===== config.mk =====
export PLATFORM = sky130hd
export DESIGN_NAME = q_frag_timing_mon_flat
export DESIGN_NICKNAME = d
export VERILOG_FILES = /design/src/rtl/q_frag_timing_mon_if.sv /design/src/rtl/q_frag_timing_mon.sv /design/src/flat_wrapper.sv
export SDC_FILE = /design/constraint.sdc
export NUM_CORES = 1
export LEC_CHECK = 0
export BUFFER_PORTS_ARGS = -buffer_cell sky130_fd_sc_hd__buf_4
export CAP_MARGIN = 20
export CORE_MARGIN = 2
export CORE_UTILIZATION = 40
export DETAILED_ROUTE_END_ITERATION = 7
export PLACE_DENSITY = 0.6
export SYNTH_ARGS = -nofsm -noshare
export SYNTH_HDL_FRONTEND = slang
export SYNTH_SLANG_ARGS = --single-unit

===== constraint.sdc =====
create_clock -name CK -period 1.9 [get_ports CK]
set_input_delay 0.19 -clock CK [delete_from_list [all_inputs] [get_ports CK]]
set_output_delay 0.19 -clock CK [all_outputs]
set_load 0.005 [all_outputs]

===== src/rtl/q_frag_timing_mon_if.sv =====
// Pin bundle between an instrumented Q_FRAG flop and its timing monitor:
// observed flop pins in, notifier and violation report out.
interface q_frag_timing_mon_if #(
  parameter int CNT_W = 8
);
  logic             QCK;
  logic             QDI;
  logic             QEN;
  logic             QST;
  logic             QRT;
  logic             NOTIFIER;
  logic             VIOL_VLD;
  logic [1:0]       VIOL_TYPE;
  logic [CNT_W-1:0] VIOL_CNT;

  modport master (
    output QCK, QDI, QEN, QST, QRT,
    input  NOTIFIER, VIOL_VLD, VIOL_TYPE, VIOL_CNT
  );

  modport slave (
    input  QCK, QDI, QEN, QST, QRT,
    output NOTIFIER, VIOL_VLD, VIOL_TYPE, VIOL_CNT
  );
endinterface


===== src/rtl/q_frag_timing_mon.sv =====
// Oversampling setup/hold/recovery monitor driving a Q_FRAG notifier.
// Define Q_FRAG_MON_RECOVERY_EN to compile in the recovery age counter and check.
module q_frag_timing_mon #(
  parameter int SETUP_CYC = 2,
  parameter int HOLD_CYC  = 1,
  parameter int REC_CYC   = 2,
  parameter int CNT_W     = 8
) (
  input  logic               CK,
  input  logic               RST,
  q_frag_timing_mon_if.slave mon
);
  typedef enum logic {IDLE = 1'b0, HOLD = 1'b1} holdState_t;

  localparam logic [7:0]       AGE_MAX    = 8'hFF;
  localparam logic [7:0]       SETUP_LIM  = 8'(SETUP_CYC);
  localparam logic [7:0]       HOLD_LIM   = 8'(HOLD_CYC);
  localparam logic [1:0]       TYPE_SETUP = 2'b01;
  localparam logic [1:0]       TYPE_REC   = 2'b10;
  localparam logic [1:0]       TYPE_HOLD  = 2'b11;
  localparam logic [CNT_W-1:0] CNT_MAX    = {CNT_W{1'b1}};

  logic             sQck_q, pQck_q, sQdi_q, pQdi_q, sQen_q;
  logic             qckRise, qdiChange, qualRise;
  logic             setupViol, recViol, holdViol, anyViol;
  logic [1:0]       violType;
  logic [7:0]       dataAge_q, dataAge_d;
  logic [7:0]       window_q, window_d;
  holdState_t       state_q, state_d;
  logic             notifier_q, notifier_d;
  logic             vld_q;
  logic [1:0]       type_q, type_d;
  logic [CNT_W-1:0] cnt_q, cnt_d;

  // Sampling continues through reset so a steady pin never looks like an edge afterwards.
  always_ff @(posedge CK) begin
    sQck_q <= mon.QCK;
    pQck_q <= sQck_q;
    sQdi_q <= mon.QDI;
    pQdi_q <= sQdi_q;
    sQen_q <= mon.QEN;
  end

  assign qckRise   = sQck_q & ~pQck_q;
  assign qdiChange = sQdi_q ^ pQdi_q;
  assign qualRise  = qckRise & sQen_q;

  always_comb begin
    dataAge_d = dataAge_q;
    if (qdiChange) begin
      dataAge_d = 8'd0;
    end else if (dataAge_q != AGE_MAX) begin
      dataAge_d = dataAge_q + 8'd1;
    end
  end

  assign setupViol = qualRise & (qdiChange | (dataAge_q < SETUP_LIM));

`ifdef Q_FRAG_MON_RECOVERY_EN
  localparam logic [7:0] REC_LIM = 8'(REC_CYC);

  logic       sQst_q, pQst_q, sQrt_q, pQrt_q;
  logic       recFall;
  logic [7:0] recAge_q, recAge_d;

  always_ff @(posedge CK) begin
    sQst_q <= mon.QST;
    pQst_q <= sQst_q;
    sQrt_q <= mon.QRT;
    pQrt_q <= sQrt_q;
  end

  assign recFall = (pQst_q & ~sQst_q) | (pQrt_q & ~sQrt_q);

  always_comb begin
    recAge_d = recAge_q;
    if (recFall) begin
      recAge_d = 8'd0;
    end else if (recAge_q != AGE_MAX) begin
      recAge_d = recAge_q + 8'd1;
    end
  end

  always_ff @(posedge CK) begin
    if (RST) begin
      recAge_q <= AGE_MAX;
    end else begin
      recAge_q <= recAge_d;
    end
  end

  // Recovery applies to every clock edge; the enable cannot mask an async release.
  assign recViol = qckRise & (recAge_q < REC_LIM);
`else
  localparam logic [7:0] unusedRecLim = 8'(REC_CYC);
  logic unusedRecPins;
  assign unusedRecPins = mon.QST ^ mon.QRT;
  assign recViol       = 1'b0;
`endif

  // A change coinciding with a qualifying edge belongs to the setup check, never hold.
  assign holdViol = (state_q == HOLD) & qdiChange & ~qualRise;

  always_comb begin
    state_d  = state_q;
    window_d = window_q;
    case (state_q)
      IDLE: begin
        if (qualRise) begin
          state_d  = HOLD;
          window_d = HOLD_LIM;
        end
      end
      HOLD: begin
        if (qualRise) begin
          window_d = HOLD_LIM;
        end else if (qdiChange) begin
          state_d  = IDLE;
          window_d = 8'd0;
        end else if (window_q <= 8'd1) begin
          state_d  = IDLE;
          window_d = 8'd0;
        end else begin
          window_d = window_q - 8'd1;
        end
      end
      default: begin
        state_d  = IDLE;
        window_d = 8'd0;
      end
    endcase
  end

  always_comb begin
    anyViol  = setupViol | recViol | holdViol;
    violType = TYPE_HOLD;
    if (setupViol) begin
      violType = TYPE_SETUP;
    end else if (recViol) begin
      violType = TYPE_REC;
    end
    notifier_d = notifier_q;
    type_d     = type_q;
    cnt_d      = cnt_q;
    if (anyViol) begin
      notifier_d = ~notifier_q;
      type_d     = violType;
      if (cnt_q != CNT_MAX) begin
        cnt_d = cnt_q + 1'b1;
      end
    end
  end

  // Hold FSM and the report registers share one reset so a mid-window reset reports nothing.
  always_ff @(posedge CK) begin
    if (RST) begin
      state_q    <= IDLE;
      window_q   <= 8'd0;
      dataAge_q  <= AGE_MAX;
      notifier_q <= 1'b0;
      vld_q      <= 1'b0;
      type_q     <= 2'b00;
      cnt_q      <= '0;
    end else begin
      state_q    <= state_d;
      window_q   <= window_d;
      dataAge_q  <= dataAge_d;
      notifier_q <= notifier_d;
      vld_q      <= anyViol;
      type_q     <= type_d;
      cnt_q      <= cnt_d;
    end
  end

  assign mon.NOTIFIER  = notifier_q;
  assign mon.VIOL_VLD  = vld_q;
  assign mon.VIOL_TYPE = type_q;
  assign mon.VIOL_CNT  = cnt_q;
endmodule


===== src/flat_wrapper.sv =====
// flat-port wrapper written by rule: the top's interface ports become plain ports
module q_frag_timing_mon_flat 
#(
  parameter int SETUP_CYC = 2,
  parameter int HOLD_CYC  = 1,
  parameter int REC_CYC   = 2,
  parameter int CNT_W     = 8
)
  (CK, RST, mon_QCK, mon_QDI, mon_QEN, mon_QST, mon_QRT, mon_NOTIFIER, mon_VIOL_VLD, mon_VIOL_TYPE, mon_VIOL_CNT);
  q_frag_timing_mon_if #(.CNT_W(CNT_W)) mon_i ();
  input  logic CK;
  input  logic RST;
  input wire logic [$bits(mon_i.QCK)-1:0] mon_QCK;
  input wire logic [$bits(mon_i.QDI)-1:0] mon_QDI;
  input wire logic [$bits(mon_i.QEN)-1:0] mon_QEN;
  input wire logic [$bits(mon_i.QST)-1:0] mon_QST;
  input wire logic [$bits(mon_i.QRT)-1:0] mon_QRT;
  output wire logic [$bits(mon_i.NOTIFIER)-1:0] mon_NOTIFIER;
  output wire logic [$bits(mon_i.VIOL_VLD)-1:0] mon_VIOL_VLD;
  output wire logic [$bits(mon_i.VIOL_TYPE)-1:0] mon_VIOL_TYPE;
  output wire logic [$bits(mon_i.VIOL_CNT)-1:0] mon_VIOL_CNT;
  assign mon_i.QCK = mon_QCK;
  assign mon_i.QDI = mon_QDI;
  assign mon_i.QEN = mon_QEN;
  assign mon_i.QST = mon_QST;
  assign mon_i.QRT = mon_QRT;
  assign mon_NOTIFIER = mon_i.NOTIFIER;
  assign mon_VIOL_VLD = mon_i.VIOL_VLD;
  assign mon_VIOL_TYPE = mon_i.VIOL_TYPE;
  assign mon_VIOL_CNT = mon_i.VIOL_CNT;
  q_frag_timing_mon #(.SETUP_CYC(SETUP_CYC), .HOLD_CYC(HOLD_CYC), .REC_CYC(REC_CYC), .CNT_W(CNT_W)) u_core (.CK(CK), .RST(RST), .mon(mon_i));
endmodule

==> flow_summary.ini, run 1 <==
[finish]
area_delta_synth_final_pct = 19.3
diodes = 0
finalNetCount = 209
drive_above_1_share = 0.172

[timing]
holdWs_ns = 0.0122
slew_headroom = 0.618
tightest_slew_ns = 0.567
tns_ns = 0
setup_violations = 0
final.setup_skew_ns = 0.00415
min_period_ns = 1.76
finalHoldViolCount = 0
maxSlewViolCount = 0
post-route-period-util = 0.925
rsz0062_at_grt = false
fmax_mhz = 569

[yosys]
synth_simple_gate_area_frac = 0.274
synthMuxAreaShare = 0.0341
synthesis.area_sq_mm = 0.00154
synthFlopType = dfxtp_1
yosysMostFrequentCell = dfxtp_1
synthArstFlopShare = 0
synth_top_family_by_area = simple AND/OR/NAND/NOR gates
synth-edff-count = 0
yosysWarnings = 0
synth_top_area_cell = dfxtp_1
synthXorXnorAreaFrac = 0.0666
synth_fa_ha_area_frac = 0.0325
synth_compound_area_frac = 0.132
synth_seq_area_share = 0.442
ys_ff_latch = 34
synth_top_area_share = 0.442
synth_nets = 184
synth_common_cells = 34 x dfxtp_1, 22 x nor2_1, 18 x nand2_1, 13 x nand3_1, 8 x a21oi_1
avgSynthCellArea_sq_um = 8.90
yosysUniqueCellTypes = 40
synthesis.instances = 173
synth.area.top_cells = dfxtp_1 44%, nor2_1 5.4%, nand2_1 4.4%, nand3_1 4.2%, xnor2_1 3.4%

[global_route]
grt_max_degree = 30
antenna_found_initial = 0
grt_pass1_vias = 1245
grt_pass1_wl_mm = 5.36
grt_usage = 0.162
grt.overflow.total = 0

[clocking]
numClockSinks = 34
cts_tree = done
htree_levels = 2
clk_pin_slew_ns = 0.06
clock-root-buffer = clkbuf_8
clk_latency_ns = 0.28
cts_buffers = 5
cts.path.max_buffers = 2

[die]
die_h_um = 66.1
fp-row-count = 22
dieWidth_um = 66.1
core-area_sq_mm = 0.00369
initial_utilization = 0.418
ioPinCount = 19
die_area_sq_mm = 0.00436

[detailed_routing]
drc_errors = 0
ant_nets = 0
wire_per_inst_um = 12.4
totalWireLength_mm = 3.05
vias_per_cell = 5.22
drtIter0Drc = 56
firstDrtPassIters = 4
num_vias = 1285

[power]
power.density_mw_per_mm2 = 776
ir_drop_v = 0.000419
total_leakage_power_nw = 0.738
p_total_mw = 1.43

[worst_setup_path]
crit_path_end_kind = flip-flop
cpPeakStageDelay_ns = 0.40
ff2ff_path_depth = 7
cpMaxStageDelayCell = dfxtp_1
start_kind = flip-flop
critical_path_required_ns = 2.11
reg2reg_slack_ns = 0.14
rr_startpoint = u_core.window_q[0]$_SDFFE_PP0P_
worstSetupPathType = reg2reg
crit_fanout = 5
critPathTopFamily = simple AND/OR/NAND/NOR gates
r2r-end = u_core.window_q[1]$_SDFFE_PP0P_
path_cells = inv_1, ha_1, nor2_1, o311ai_2, buf_4, or3_1, a21oi_1
cp.buffers_inverters = 2
crit_arrival_ns = 1.97

[worst_hold_path]
worstHoldEndpoint = u_core.sQdi_q$_DFF_P_
hold_class = in2reg
min_from = mon_QDI
min_path_cells = 1

[place]
gpl.final_weighted_congestion = 0.845
port_buffers = 16
dpl.hpwl_mm = 2.17

[run]
cap_violations = 0

[run_status]
status = finished clean
-- layer usage --
layer,up-vias,part of all wire,GRT usage,wire [um]
met4,0,0.021,0.0842,65
li1,658,-,-,-
met2,14,0.47,0.261,1450
met5,-,0,0,0
met3,7,0.026,0.0443,79
met1,606,0.48,0.197,1460
-- where the power goes --
group	switching, mW	internal [mW]	total [mW]	leakage [nW]
logic	0.0862	0.0759	0.162	0.421
registers	0.0368	0.747	0.784	0.279
clock network	0.229	0.252	0.481	0.0383
total	0.352	1.07	1.43	0.738
-- logic make-up (layout without fill, tap and decap cells) --
kind of cell               after synthesis  after routing
AOI/OAI and AO/OA                       29             29
buffers and inverters                    8             33
DFF                                     34             34
xor gates and xnor gates                10             10
and+or+nand+nor                         83             83
muxes                                    5              5
adders and majority gates                4              4
-- cells in the final DEF, fill, tap and decap left out, types with 2 or more instances in the layout --
master / instances
dfxtp_1: 34
nor2_1: 22
buf_4: 20
nand2_1: 18
nand3_1: 13
a21oi_1: 8
nor3_1: 6
xnor2_1: 6
clkbuf_8: 5
inv_1: 4
nor4_1: 4
o21ai_0: 4
ha_1: 4
o21bai_1: 3
a31oi_1: 3
a21o_1: 3
nand3b_1: 3
mux2i_1: 3
nor2b_1: 2
and3_1: 2
a21oi_2: 2
nor3_4: 2
nand4_1: 2
mux2_1: 2
nand2b_1: 2
or2_2: 2
xor2_1: 2
clkbuf_1: 2
dlygate4sd3_1: 2
-- sequential cells by signal, summed over array words and instances (netlist names) --
name,cells
u_core.sQck_q,1
u_core.pQdi_q,1
u_core.pQck_q,1
u_core.dataAge_q,8
u_core.mon.VIOL_TYPE,2
u_core.state_q,1
u_core.sQdi_q,1
u_core.sQen_q,1
u_core.mon.NOTIFIER,1
u_core.mon.VIOL_CNT,8
u_core.mon.VIOL_VLD,1
u_core.window_q,8
-- layout make-up --
type | count | area [sq um]
Clock buffer | 7 | 76.3
Fill cell | 368 | 1850
Inverter | 4 | 15.0
Multi-Input combinational cell | 131 | 836
Sequential cell | 34 | 681
Tap cell | 48 | 60.1
Timing Repair Buffer | 22 | 170
-- repair_timing --
| item | in CTS | in global routing |
|---|---|---|
| hold buffers | 0 | 2 |
| resized for setup | 0 | 1 |
| hold endpoints to repair | 0 | 2 |
| endpoints found under the setup margin | 0 | 5 |
| buffers inserted | 0 | 1 |
-- how the worst max path moves through the flow --
| stage | slack (ns) | from | cells after the start | end |
|---|---|---|---|---|
| final | 0.14 | u_core.window_q[0]$_SDFFE_PP0P_ | 7 | u_core.window_q[1]$_SDFFE_PP0P_ |
| after global routing | 0.002 | u_core.window_q[0]$_SDFFE_PP0P_ | 7 | u_core.window_q[1]$_SDFFE_PP0P_ |
| after CTS | 0.12 | u_core.window_q[0]$_SDFFE_PP0P_ | 7 | u_core.window_q[4]$_SDFFE_PP0P_ |
| after detailed placement | 0.14 | u_core.dataAge_q[1]$_SDFFE_PP1P_ | 4 | u_core.dataAge_q[1]$_SDFFE_PP1P_ |
| after global placement | 0.18 | u_core.sQdi_q$_DFF_P_ | 5 | u_core.mon.VIOL_CNT[5]$_SDFFE_PP0P_ |
| after floorplan | 0.24 | u_core.dataAge_q[3]$_SDFFE_PP1P_ | 5 | u_core.mon.VIOL_CNT[5]$_SDFFE_PP0P_ |
-- stage by stage --
stage | instances | util | area (sq um) | setup WS [ns]
floorplan | 173 | - | 1540 | 0.238
global placement | 236 | 0.468 | 1730 | 0.176
detailed placement | 236 | 0.468 | 1730 | 0.138
CTS | 243 | 0.489 | 1800 | 0.122
global route | 246 | 0.498 | 1840 | 0.00207
finish | 246 | 0.498 | 1840 | 0.142
(Power assumes the default switching activity.)
==> run 2: changes to the inputs <==
--- a/config.mk
+++ b/config.mk
@@ -7,10 +7,12 @@
 export LEC_CHECK = 0
 export BUFFER_PORTS_ARGS = -buffer_cell sky130_fd_sc_hd__buf_4
 export CAP_MARGIN = 20
+export CELL_PAD_IN_SITES_DETAIL_PLACEMENT = 0
+export CELL_PAD_IN_SITES_GLOBAL_PLACEMENT = 1
 export CORE_MARGIN = 2
 export CORE_UTILIZATION = 40
 export DETAILED_ROUTE_END_ITERATION = 7
-export PLACE_DENSITY = 0.6
+export PLACE_DENSITY = 0.74
 export SYNTH_ARGS = -nofsm -noshare
 export SYNTH_HDL_FRONTEND = slang
 export SYNTH_SLANG_ARGS = --single-unit
==> flow_summary.ini, run 2 (synthesis results as in run 1) <==
[detailed_routing]
ant_nets = 0
drc_errors = 0
wire_per_inst_um = 12.8
drtIter0Drc = 95
num_vias = 1299
firstDrtPassIters = 4
vias_per_cell = 5.22
totalWireLength_mm = 3.18

[timing]
maxSlewViolCount = 0
tightest_slew_ns = 0.578
post-route-period-util = 0.945
rsz0062_at_grt = true
setup_ws_ns = 0.104
finalHoldViolCount = 0
tns_ns = 0
setup_violations = 0
min_period_ns = 1.80
slew_headroom = 0.611
holdWs_ns = 0.273
final.setup_skew_ns = 0.00380
fmax_mhz = 557

[die]
ioPinCount = 19
fp-row-count = 22
initial_utilization = 0.418
die_h_um = 66.1
core-area_sq_mm = 0.00369
die_area_sq_mm = 0.00436
dieWidth_um = 66.1

[clocking]
numClockSinks = 34
cts_tree = done
cts_buffers = 5
cts.path.max_buffers = 2
clk_pin_slew_ns = 0.07
clk_latency_ns = 0.29
clock-root-buffer = clkbuf_8
htree_levels = 2

[global_route]
grt_pass1_vias = 1262
grt_max_degree = 30
antenna_found_initial = 0
grt_pass1_wl_mm = 5.59
grt_usage = 0.170
grt.overflow.total = 0

[power]
power.density_mw_per_mm2 = 843
ir_drop_v = 0.000504
power_frac_seq = 0.492
switchingPower_mw = 0.388
p_int_mw = 1.21
clkPwrFrac = 0.408
switching_share = 0.243
combPwrFrac = 0.101
p_total_mw = 1.60
total_leakage_power_nw = 0.767

[worst_hold_path]
worstHoldEndpoint = u_core.mon.VIOL_CNT[0]$_SDFFE_PP0P_
hold_class = in2reg
min_from = RST
min_path_cells = 2

[finish]
final_cells = 249
diodes = 0
fillers = 374
mostFrequentLayoutCell = dfxtp_1
multiInputGateArea_sq_um = 841
finalNetCount = 211
drive_above_1_share = 0.194
layout_common_cells = 34 x dfxtp_1, 22 x nor2_1, 21 x buf_4
area_delta_synth_final_pct = 22.9
regArea_sq_um = 681

[worst_setup_path]
crit_fanout = 7
r2r-end = u_core.window_q[2]$_SDFFE_PP0P_
reg2reg_slack_ns = 0.10
rr_startpoint = u_core.window_q[4]$_SDFFE_PP0P_
worstSetupPathType = reg2reg
start_kind = flip-flop
path_cells = or4_1, o311ai_2, nor3_4, a21oi_1, mux2i_1
crit_arrival_ns = 1.97
ff2ff_path_depth = 5
crit_path_end_kind = flip-flop
critical_path_required_ns = 2.07
cpMaxStageDelayCell = or4_1
cpPeakStageDelay_ns = 0.53

[place]
dp_slack_ns = 0.106
port_buffers = 16
gpl.final_weighted_congestion = 0.816
placedCellCount = 236
dpl.hpwl_mm = 2.11

[run_status]
status = finished clean

[run]
cap_violations = 0
==> run 2: worst max-delay path by stage <==
| stage | start | to | slack [ns] | cells past startpoint |
|---|---|---|---|---|
| 5_1_grt | u_core.window_q[0]$_SDFFE_PP0P_ | u_core.window_q[4]$_SDFFE_PP0P_ | -0.04 | 7 |
| 4_1_cts | u_core.window_q[0]$_SDFFE_PP0P_ | u_core.window_q[4]$_SDFFE_PP0P_ | 0.07 | 7 |
| 6_report | u_core.window_q[4]$_SDFFE_PP0P_ | u_core.window_q[2]$_SDFFE_PP0P_ | 0.10 | 5 |
| 3_5_place_dp | u_core.window_q[0]$_SDFFE_PP0P_ | u_core.window_q[4]$_SDFFE_PP0P_ | 0.11 | 7 |
| 2_1_floorplan | u_core.dataAge_q[3]$_SDFFE_PP1P_ | u_core.mon.VIOL_CNT[5]$_SDFFE_PP0P_ | 0.24 | 5 |
| 3_3_place_gp | u_core.dataAge_q[1]$_SDFFE_PP1P_ | u_core.dataAge_q[1]$_SDFFE_PP1P_ | 0.18 | 4 |
==> run 2: final cells by class <==
type | count | area share
multi-input cells | 131 | 0.444
flip-flops and latches | 34 | 0.360
repair buffers | 24 | 0.0991
clock buffers | 5 | 0.0364
well taps | 48 | 0.0317
clock inverters | 3 | 0.0211
inverters | 4 | 0.00793
==> run 2: worst max-delay path: cells and delay by family (launching register included) <==
kind / cells / cell delay, ns
flip-flops: 1 / 0.36
AND/OR/NAND/NOR: 2 / 0.64
multiplexers: 1 / 0.08
AO/OA/AOI/OAI: 2 / 0.59
==> run 2: through the flow <==
step | cell area [sq um] | util
floorplan | 1540 | -
global placement | 1730 | 0.468
detailed placement | 1730 | 0.468
CTS | 1860 | 0.503
global route | 1890 | 0.513
finish | 1890 | 0.513
==> run 2: what timing repair did <==
item	CTS	global route
hold buffers	2	1
endpoints found under the setup margin	0	8
buffers inserted	0	2
gates resized for setup	0	2
endpoints found under the hold margin	2	1
==> run 2: power groups by stage <==
stage / sequential [mW] / clock, mW / combinational (mW)
after floorplan: 0.791 / 0 / 0.115
after global placement: 0.797 / 0 / 0.147
after detailed placement: 0.800 / 0 / 0.153
after CTS: 0.783 / 0.668 / 0.158
after global routing: 0.790 / 0.706 / 0.182
final: 0.784 / 0.650 / 0.161
==> run 2: per-layer routing <==
layer,global-route usage,share of wire,vias up,wire (um)
met5,0,0,-,0
met4,0.0663,0.0066,0,21
met3,0.0562,0.042,2,134
met2,0.287,0.49,24,1560
met1,0.198,0.46,609,1460
li1,-,-,664,-
==> run 3: changes to the inputs <==
--- a/config.mk
+++ b/config.mk
@@ -5,6 +5,7 @@
 export SDC_FILE = /design/constraint.sdc
 export NUM_CORES = 1
 export LEC_CHECK = 0
+export ABC_AREA = 1
 export BUFFER_PORTS_ARGS = -buffer_cell sky130_fd_sc_hd__buf_4
 export CAP_MARGIN = 20
 export CELL_PAD_IN_SITES_DETAIL_PLACEMENT = 0
@@ -12,7 +13,7 @@
 export CORE_MARGIN = 2
 export CORE_UTILIZATION = 40
 export DETAILED_ROUTE_END_ITERATION = 7
-export PLACE_DENSITY = 0.74
+export PLACE_DENSITY = 0.73
 export SYNTH_ARGS = -nofsm -noshare
 export SYNTH_HDL_FRONTEND = slang
 export SYNTH_SLANG_ARGS = --single-unit
==> flow_summary.ini, run 3 <==
[power]
combPwrFrac = 0.112
power.density_mw_per_mm2 = 765
clkPwrFrac = 0.370
power_frac_seq = 0.517
switchingPower_mw = 0.395
p_int_mw = 1.11
total_leakage_power_nw = 0.823
switching_share = 0.263
ir_drop_v = 0.000480

[clocking]
clk_latency_ns = 0.29
clock-root-buffer = clkbuf_8
cts_tree = done
cts.path.max_buffers = 2
cts_buffers = 5
numClockSinks = 34
htree_levels = 2
clk_pin_slew_ns = 0.07

[timing]
setup_violations = 0
post-route-period-util = 0.904
fmax_mhz = 582
tns_ns = 0
min_period_ns = 1.72
finalHoldViolCount = 0
rsz0062_at_grt = false
tightest_slew_ns = 0.537
slew_headroom = 0.641
maxSlewViolCount = 0
final.setup_skew_ns = 0.00625
setup_ws_ns = 0.182

[finish]
multiInputGateArea_sq_um = 908
mostFrequentLayoutCell = nand2_1
area_delta_synth_final_pct = 16.7
regArea_sq_um = 681
layout_common_cells = 37 x nand2_1, 34 x dfxtp_1, 26 x nor2_1
final_cells = 279
fillers = 374
diodes = 0
finalNetCount = 239
post-route-util = 0.487
drive_above_1_share = 0.223

[worst_setup_path]
crit_fanout = 6
start_kind = flip-flop
crit_path_end_kind = flip-flop
critPathTopFamily = simple AND/OR/NAND/NOR gates
cpMaxStageDelayCell = dfxtp_1
worstSetupPathType = reg2reg
critical_path_required_ns = 2.05
cpPeakStageDelay_ns = 0.41
cp.buffers_inverters = 0
path_cells = ha_1, nand2_1, nor2_2, nand3_1, nor2_2, nand2_1, nand3_1, o211ai_2
crit_arrival_ns = 1.87
reg2reg_slack_ns = 0.18

[yosys]
synth_nets = 217
synthesis.instances = 206
yosysMostFrequentCell = nand2_1
yosysUniqueCellTypes = 32
synth_common_cells = 37 x nand2_1, 34 x dfxtp_1, 26 x nor2_1, 17 x nand3_1, 16 x inv_1
yosysWarnings = 0
ys_ff_latch = 34
synth-edff-count = 0
synth_top_area_cell = dfxtp_1
synth_seq_area_share = 0.405
avgSynthCellArea_sq_um = 8.16
synthFlopType = dfxtp_1
synth.area.top_cells = dfxtp_1 40%, nand2_1 8.3%, nor2_1 5.8%, nand3_1 5.1%, xor2_1 4.2%
synthArstFlopShare = 0
synth_top_area_share = 0.405
synthesis.area_sq_mm = 0.00168

[global_route]
antenna_found_initial = 0
grt_pass1_vias = 1299
grt.overflow.total = 0
grt_pass1_wl_mm = 5.75
grt_max_degree = 19
grt_usage = 0.167

[worst_hold_path]
hold_class = in2reg

[die]
initial_utilization = 0.417
die_area_sq_mm = 0.00474
dieWidth_um = 68.8
ioPinCount = 19
fp-row-count = 23
core-area_sq_mm = 0.00403
die_h_um = 68.8

[detailed_routing]
totalWireLength_mm = 3.32
num_vias = 1391
drc_errors = 0
drtIter0Drc = 58
ant_nets = 0
met3_length_um = 103
wire_per_inst_um = 11.9
vias_per_cell = 4.99
drt-met1-wl_mm = 1.54
maxUsedRoutingLayer = met4
firstDrtPassIters = 4
routed-wl-met2_mm = 1.60

[place]
dpl.hpwl_mm = 2.35
dp_slack_ns = 0.189
port_buffers = 16
placedCellCount = 268
gpl.final_weighted_congestion = 0.782

[run_status]
status = finished clean

[run]
cap_violations = 0
==> run 3: stage by stage <==
step / cell area, sq um / hold WS, ns / total power [mW]
after floorplan: 1680 / 0.218 / 0.916
after global placement: 1840 / 0.295 / 0.952
after detailed placement: 1840 / 0.296 / 0.957
after CTS: 1960 / 0.219 / 1.52
after global routing: 1960 / 0.237 / 1.58
final: 1960 / 0.228 / 1.50
==> run 3: routing by layer <==
metal,vias to the layer above,global-route usage
li1,726,-
met1,639,0.202
met2,18,0.274
met3,8,0.0390
met4,0,0.0882
met5,-,0
==> run 3: logic make-up (layout without fill, tap and decap cells) <==
group	Yosys count	count (layout)	share of synthesized area
XOR/XNOR	14	14	0.0841
buffers and inverters	21	44	0.0551
AND/OR/NAND/NOR	103	103	0.308
adder cells (fa/ha/maj)	4	4	0.0298
AO/OA/AOI/OAI	30	30	0.118
flip-flops	34	34	0.405
==> run 3: layout make-up <==
type / instances / area share
tap: 50 / 0.0319
inverter: 17 / 0.0338
sequential: 34 / 0.347
clock buffer: 6 / 0.0421
timing repair buffer: 19 / 0.0765
clock inverter: 2 / 0.00637
multi-input combinational: 151 / 0.463
==> run 3: worst reg2reg max path, cell delays in order (launching register included) <==
cell	delay, ns
dfxtp_1	0.41
ha_1	0.22
nand2_1	0.11
nor2_2	0.17
nand3_1	0.12
nor2_2	0.17
nand2_1	0.19
nand3_1	0.14
o211ai_2	0.08
==> run 3: power groups by stage <==
stage,combinational (mW),sequential [mW],clock (mW)
after floorplan,0.130,0.786,0
after global placement,0.161,0.791,0
after detailed placement,0.165,0.792,0
after CTS,0.171,0.776,0.574
after global routing,0.191,0.781,0.608
final,0.169,0.777,0.556
==> run 3: timing repair <==
action / in CTS / in global routing
buffers inserted: 0 / 0
resized for setup: 0 / 0
hold endpoints to repair: 3 / 0
hold buffers: 3 / 0
==> run 3: path summary, 6_finish.rpt <==
path | startpoint | to | cells past startpoint
setup / recovery | u_core.dataAge_q[0]$_SDFFE_PP1P_ | u_core.dataAge_q[1]$_SDFFE_PP1P_ | 8
setup reg to reg | u_core.dataAge_q[0]$_SDFFE_PP1P_ | u_core.dataAge_q[1]$_SDFFE_PP1P_ | 8
hold / removal | RST | u_core.mon.VIOL_CNT[1]$_SDFFE_PP0P_ | 2
hold reg to reg | u_core.sQck_q$_DFF_P_ | u_core.pQck_q$_DFF_P_ | 0
